--- src/rtl/dcache_store_port.sv ---
// dcache_store_port: store-buffer drain port into a direct-mapped, write-back,
// write-allocate data array, with a line-wide miss port and a combinational load probe.
module dcache_store_port #(
    parameter int unsigned WORD_SIZE        = 32,
    parameter int unsigned WIDTH            = 32,
    parameter int unsigned SIZE_WRITE_WIDTH = 2,
    parameter int unsigned LINES            = 4,
    parameter int unsigned LINE_BYTES       = 16
) (
    input  logic                        clk,
    input  logic                        rst,
    input  logic                        cache_wenable,
    input  logic [WIDTH-1:0]            cache_physical_address,
    input  logic [WORD_SIZE-1:0]        cache_store_value,
    input  logic [SIZE_WRITE_WIDTH-1:0] cache_store_size,
    output logic                        store_ack,
    output logic                        store_error,
    output logic                        busy,
    input  logic [WIDTH-1:0]            load_address,
    output logic                        load_hit,
    output logic [WORD_SIZE-1:0]        load_value,
    output logic                        mem_req,
    output logic                        mem_we,
    output logic [WIDTH-1:0]            mem_addr,
    output logic [LINE_BYTES*8-1:0]     mem_wdata,
    input  logic [LINE_BYTES*8-1:0]     mem_rdata,
    input  logic                        mem_ready
);

    localparam int unsigned LW    = LINE_BYTES * 8;
    localparam int unsigned OFF_W = $clog2(LINE_BYTES);
    localparam int unsigned IDX_W = $clog2(LINES);
    localparam int unsigned TAG_W = WIDTH - OFF_W - IDX_W;
    localparam int unsigned WB_W  = $clog2(WORD_SIZE / 8);

    typedef enum logic [1:0] {
        IDLE,
        WRITEBACK,
        FILL
    } state_t;

    state_t state, state_next;

    // Line state and storage
    logic [LINES-1:0]       valid, dirty;
    logic [TAG_W-1:0]       tag_arr  [LINES];
    logic [LW-1:0]          data_arr [LINES];

    // Line address ({tag, idx}) of the store that missed
    logic [TAG_W+IDX_W-1:0] miss_line, miss_line_next;
    logic [IDX_W-1:0]       miss_idx;
    logic [TAG_W-1:0]       miss_tag;

    // Store address decode
    logic [OFF_W-1:0]       st_off;
    logic [IDX_W-1:0]       st_idx;
    logic [TAG_W-1:0]       st_tag;
    logic [OFF_W+2:0]       st_shamt;
    logic                   st_hit;
    logic                   st_illegal;
    logic [WORD_SIZE-1:0]   st_mask;
    logic [LW-1:0]          st_bits;
    logic [LW-1:0]          st_data;
    logic [LW-1:0]          st_merged;

    // Array write strobes from the FSM
    logic                   hit_write;
    logic                   fill_done;

    // Load probe decode
    logic [IDX_W-1:0]       ld_idx;
    logic [TAG_W-1:0]       ld_tag;
    logic [OFF_W+2:0]       ld_shamt;
    logic                   unused_load_lsbs;

    assign st_off   = cache_physical_address[OFF_W-1:0];
    assign st_idx   = cache_physical_address[OFF_W +: IDX_W];
    assign st_tag   = cache_physical_address[WIDTH-1 -: TAG_W];
    assign st_shamt = {st_off, 3'b000};
    assign st_hit   = valid[st_idx] && (tag_arr[st_idx] == st_tag);

    assign miss_idx = miss_line[IDX_W-1:0];
    assign miss_tag = miss_line[TAG_W+IDX_W-1 -: TAG_W];

    assign busy = (state != IDLE);

    // Size decode: lane mask for the store and alignment legality
    always_comb begin
        st_illegal = 1'b0;
        st_mask    = '0;
        case (cache_store_size)
            SIZE_WRITE_WIDTH'(0): st_mask = WORD_SIZE'(8'hFF);
            SIZE_WRITE_WIDTH'(1): begin
                st_mask    = WORD_SIZE'(16'hFFFF);
                st_illegal = cache_physical_address[0];
            end
            SIZE_WRITE_WIDTH'(2): begin
                st_mask    = '1;
                st_illegal = |cache_physical_address[WB_W-1:0];
            end
            default: st_illegal = 1'b1;
        endcase
    end

    // Little-endian byte-lane merge of the store into the addressed line
    always_comb begin
        st_bits   = LW'(st_mask) << st_shamt;
        st_data   = LW'(cache_store_value & st_mask) << st_shamt;
        st_merged = (data_arr[st_idx] & ~st_bits) | (st_data & st_bits);
    end

    // Next-state, handshake and memory-port outputs
    always_comb begin
        state_next     = state;
        miss_line_next = miss_line;
        store_ack      = 1'b0;
        store_error    = 1'b0;
        mem_req        = 1'b0;
        mem_we         = 1'b0;
        mem_addr       = '0;
        mem_wdata      = '0;
        hit_write      = 1'b0;
        fill_done      = 1'b0;
        case (state)
            IDLE: begin
                if (cache_wenable) begin
                    if (st_illegal) begin
                        store_ack   = 1'b1;
                        store_error = 1'b1;
                    end else if (st_hit) begin
                        store_ack = 1'b1;
                        hit_write = 1'b1;
                    end else begin
                        miss_line_next = {st_tag, st_idx};
                        state_next     = (valid[st_idx] && dirty[st_idx]) ? WRITEBACK : FILL;
                    end
                end
            end
            WRITEBACK: begin
                mem_req   = 1'b1;
                mem_we    = 1'b1;
                mem_addr  = {tag_arr[miss_idx], miss_idx, {OFF_W{1'b0}}};
                mem_wdata = data_arr[miss_idx];
                if (mem_ready) begin
                    state_next = FILL;
                end
            end
            FILL: begin
                mem_req  = 1'b1;
                mem_addr = {miss_line, {OFF_W{1'b0}}};
                if (mem_ready) begin
                    fill_done  = 1'b1;
                    state_next = IDLE;
                end
            end
            default: state_next = IDLE;
        endcase
    end

    // State, miss line address and per-line valid/dirty bits
    always_ff @(posedge clk or negedge rst) begin
        if (!rst) begin
            state     <= IDLE;
            miss_line <= '0;
            valid     <= '0;
            dirty     <= '0;
        end else begin
            state     <= state_next;
            miss_line <= miss_line_next;
            if (fill_done) begin
                valid[miss_idx] <= 1'b1;
                dirty[miss_idx] <= 1'b0;
            end else if (hit_write) begin
                dirty[st_idx] <= 1'b1;
            end
        end
    end

    // Tag and data storage; contents are meaningless until the line is valid
    always_ff @(posedge clk) begin
        if (fill_done) begin
            data_arr[miss_idx] <= mem_rdata;
            tag_arr[miss_idx]  <= miss_tag;
        end else if (hit_write) begin
            data_arr[st_idx] <= st_merged;
        end
    end

    // Load probe reads the array as of the last edge; same-cycle stores are not forwarded
    assign ld_idx           = load_address[OFF_W +: IDX_W];
    assign ld_tag           = load_address[WIDTH-1 -: TAG_W];
    assign ld_shamt         = {load_address[OFF_W-1:WB_W], {(WB_W+3){1'b0}}};
    assign load_hit         = valid[ld_idx] && (tag_arr[ld_idx] == ld_tag);
    assign load_value       = load_hit ? WORD_SIZE'(data_arr[ld_idx] >> ld_shamt) : '0;
    assign unused_load_lsbs = ^load_address[WB_W-1:0];

endmodule

--- config.mk ---
export PLATFORM = sky130hd
export DESIGN_NAME = dcache_store_port
export DESIGN_NICKNAME = d
export VERILOG_FILES = /design/src/rtl/dcache_store_port.sv
export SDC_FILE = /design/constraint.sdc
export NUM_CORES = 2
export LEC_CHECK = 0
export BUFFER_PORTS_ARGS = -buffer_cell sky130_fd_sc_hd__buf_2
export CAP_MARGIN = 30
export CORE_ASPECT_RATIO = 1.5
export CORE_MARGIN = 1
export CORE_UTILIZATION = 54
export CTS_CLUSTER_SIZE = 20
export DETAILED_ROUTE_END_ITERATION = 6
export PLACE_DENSITY_LB_ADDON = 0.12
export SLEW_MARGIN = 20
export SYNTH_ARGS = -nofsm -noshare
export SYNTH_HDL_FRONTEND = slang
export SYNTH_SLANG_ARGS = --single-unit
--- constraint.sdc ---
create_clock -name clk -period 8.5 [get_ports clk]
set_input_delay 0.425 -clock clk [delete_from_list [all_inputs] [get_ports clk]]
set_output_delay 0.425 -clock clk [all_outputs]
set_load 0.02 [all_outputs]
==> summary.txt <==
Outcome - complete, no violations
Final period utilization - 57.02%
Slew HR - 29.00%
Length in cells of the worst reg-to-reg path - 9
# Post-CTS Setup Buffers - 0
First-pass GRT wire length - 178700 um
Post-synth top area share - 48.65%
Int Pwr - 7.375 mW
P_leak - 15.18 nW
Power Density - 245.4 mW/mm^2
Mux cell area share after synthesis - 32.78%
Synth Area in Adders - 0.2303%
RSZ-0062 raised after global routing - no
Initial Util - 54.79%
Rows - 118
Hold Path Stages - 2
Antenna viol nets, final - 0
Slowest-stage cell, CP - buf_12
Gate power share - 29.2%
Sw Share - 30.77%
GRT Util Overall - 34.90%
# port buffers - 421
Avg WL per Cell - 32.90 um
CP Launch Type - input pin
Seq/Total Area, Yosys - 51.15%
Clk Latency, worst-skew pair - 0.63 ns
Final hold vios - 0
Final instance area - 0.04340 mm^2
Filler cells - 5212
CTS tree - built
Post-synthesis register bit count - 654
Post-synthesis cell type count - 57
Register clock-pin slew on the reported worst setup and hold paths - 0.06 ns
Post-synthesis cell area - 0.03802 mm^2
Number of I/O pins - 428
Psw - 3.278 mW
CP arrival - 5.08 ns
Via count - 25790
H-Tree Level Count - 3
Critical path, cell by cell - buf_6, buf_4, buf_12, mux4_2, a22oi_1, o2111ai_1, nor4b_1, nand3_1, nor4_4, nand3b_1, a21oi_4, buf_12
Synth Flop Type - edfxtp_1
CTS root buffer - clkbuf_16
GPL Wtd Cong - 0.9370
Total Wirelength - 122900 um
Non-filler cells, final - 3735
Synth async-reset ratio - 5.810%
Final Setup Violations - 0
Clk pwr share - 28.0%
CTS buffer count - 68
Peak supply drop - 0.2731 mV
TritonRoute pass-1 iters - 5
Syn_area_per_cell - 15.71 um^2
Hold Path Class - input pin to register
Seq pwr share - 42.8%
Compound-Gate Fraction of Synth Area - 5.094%
Crit-path max FO - 128
Synth top area cells - edfxtp_1 (49%), mux4_2 (29%), mux2i_1 (2.8%), dfrtp_1 (2.5%), and2_1 (2.2%)
Hold path endpoint - miss_line[12]
Worst slack at placement - 2.844 ns
DRC - 0
Worst Tran Pin Value - 1.065 ns
WP data required - 8.73 ns
Yosys warns - 0
Hpwl dp - 80720 um
Cells after DPL - 3594
Grt ovf - 0
CP most frequent cell - buf_12
Net count, final - 3007
Layout cells sized above 1 - 39.82%
Core ar. - 0.06939 mm^2
Clk_skew - 0.01843 ns
Max Cap Violations - 0
Top delay family on crit path - buffers and inverters
Area leader, netlist - edfxtp_1
Initial antenna violation count - 33
Critical Path Sink Type - register
XOR/XNOR Fraction of Synth Area - 1.106%
Setup CP Type - input pin to register
Reg2reg start - tag_arr[1][6]
Mapped Cells - 2421
Pin count of the biggest net entering global routing - 129
Fin. max-slew vios - 0
Number of global-route vias before repair - 26350
Vias per std cell - 6.906
Peak Freq - 0.2063 GHz
Die Area - 0.07150 mm^2
Worst path bufs/invs - 4
Maximum clock insertion buffer count - 3
Post-Synth Simple-Gate Area - 7.032%
Die Y - 327.0 um
CTS Sinks - 654
Largest family of logic cells by synthesized area - multiplexers
Setup ws final - 3.653 ns
Area Overhead vs Synth - 14.15%
Min-delay src - cache_physical_address[16]
Iteration-0 DRC Markers - 2383
Setup_tns - 0 ns
Max incr delay on CP - 0.62 ns
Die W - 218.7 um
Post-route minimum period - 4.847 ns
Post-DP Area - 0.04109 mm^2
R2R Path End - data_arr[2][49]
Reg2Reg Setup Slack - 3.90 ns
Post-synth EDFFs - 616
==> what timing repair did <==
action                    4_1_cts  5_1_grt
hold endpoints to repair       38        0
hold buffers                    1        0
gates resized for setup         0        0
==> cells by family after synthesis <==
logic type | after synthesis
compound gates | 329
other cells | 1
flops | 654
xor+xnor | 48
simple gates | 516
buf+inv | 235
fa+ha+maj | 7
mux | 631
==> routing by layer <==
| metal | up-vias | part of all wire, % | GRT usage, % |
|---|---|---|---|
| met5 | - | 0.23 | 0 |
| li1 | 10660 | - | - |
| met4 | 44 | 5.5 | 17.84 |
| met3 | 301 | 9.0 | 7.697 |
| met2 | 1375 | 50 | 56.67 |
| met1 | 13410 | 35 | 44.17 |
==> cell usage after synthesis (all sizes together) (3+ instances only) <==
master / instances
a21oi: 150
a22oi: 33
a2bb2oi: 3
a31oi: 6
a32oi: 12
and2: 133
and3: 38
buf: 87
clkbuf: 116
dfrtp: 38
edfxtp: 616
ha: 7
inv: 31
mux2: 35
mux2i: 108
mux4: 488
nand2: 68
nand2b: 14
nand3: 19
nand3b: 5
nand4: 13
nor2: 159
nor2b: 42
nor3: 5
nor4: 5
o2111ai: 10
o211ai: 6
o21a: 9
o21ai: 70
o22ai: 20
or2: 5
or3: 4
xnor2: 40
xor2: 8
==> registers in the layout, summed over array words and instances (netlist names) <==
name	flops
state	2
tag_arr	104
valid	4
miss_line	28
dirty	4
data_arr	512
==> per-stage QoR <==
step                util [%]  hold slack, ns  power [mW]
finish                 62.55         0.06583       10.65
global route           62.51         0.07576       11.03
CTS                    62.36         0.04279       10.70
detailed placement     59.21          0.4832       7.743
global placement       58.98          0.4628       7.636
floorplan                  -          0.1294       6.711
==> layout by cell type (no fill, tap or decap), types with 19 or more instances in the layout <==
cell / netlist / layout
mux2i_1: 108 / 108
a21oi_1: 150 / 146
buf_4: 7 / 39
inv_1: 30 / 28
nand2_1: 68 / 68
nor2_1: 159 / 158
edfxtp_1: 616 / 616
mux4_2: 488 / 488
and3_1: 38 / 37
and2_1: 133 / 133
clkbuf_16: 0 / 71
buf_2: 38 / 420
o22ai_1: 20 / 20
mux2_2: 34 / 34
xnor2_1: 40 / 40
dfrtp_1: 38 / 36
nand3_1: 19 / 19
nor2b_1: 42 / 40
a22oi_1: 33 / 33
o21ai_0: 69 / 67
==> power groups by stage <==
stage | registers, mW | clock network [mW] | logic (mW)
floorplan | 4.43 | 0 | 2.28
global placement | 4.55 | 0 | 3.09
detailed placement | 4.62 | 0 | 3.12
CTS | 4.55 | 3.01 | 3.13
global route | 4.62 | 3.13 | 3.28
finish | 4.56 | 2.99 | 3.11
==> worst max path at each step <==
stage                                   start              end  slack, ns  cells past startpoint
floorplan           cache_physical_address[5]   data_arr[1][0]       1.86                     11
global placement    cache_physical_address[4]  data_arr[2][49]       2.79                     11
detailed placement  cache_physical_address[4]  data_arr[2][49]       2.84                     11
CTS                 cache_physical_address[4]  data_arr[2][18]       3.47                     11
global route        cache_physical_address[4]  data_arr[1][81]       3.49                     12
finish              cache_physical_address[5]  data_arr[2][49]       3.65                     12
==> worst register-to-register path, cell delays in order (launching register included) <==
cell and delay (ns):
edfxtp_1 0.42, mux4_2 0.48, xnor2_1 0.67, nand4_1 0.16, nor2_1 0.12, nand4_1 0.30
nor4_4 0.71, nand3b_1 0.29, a21oi_4 0.23, buf_12 0.62
==> area by class of cell <==
class                           instances  area [um^2]  area share [%]
Antenna cell                           15        37.54         0.08648
Clock buffer                           92         1906           4.390
Timing Repair Buffer                  479         2790           6.428
Inverter                               32        120.1          0.2767
Clock inverter                         28        269.0          0.6198
Sequential cell                       654        19460           44.83
Multi-Input combinational cell       1535        17700           40.78
Tap cell                              900         1126           2.594
Power figures use the tool's default switching activity.
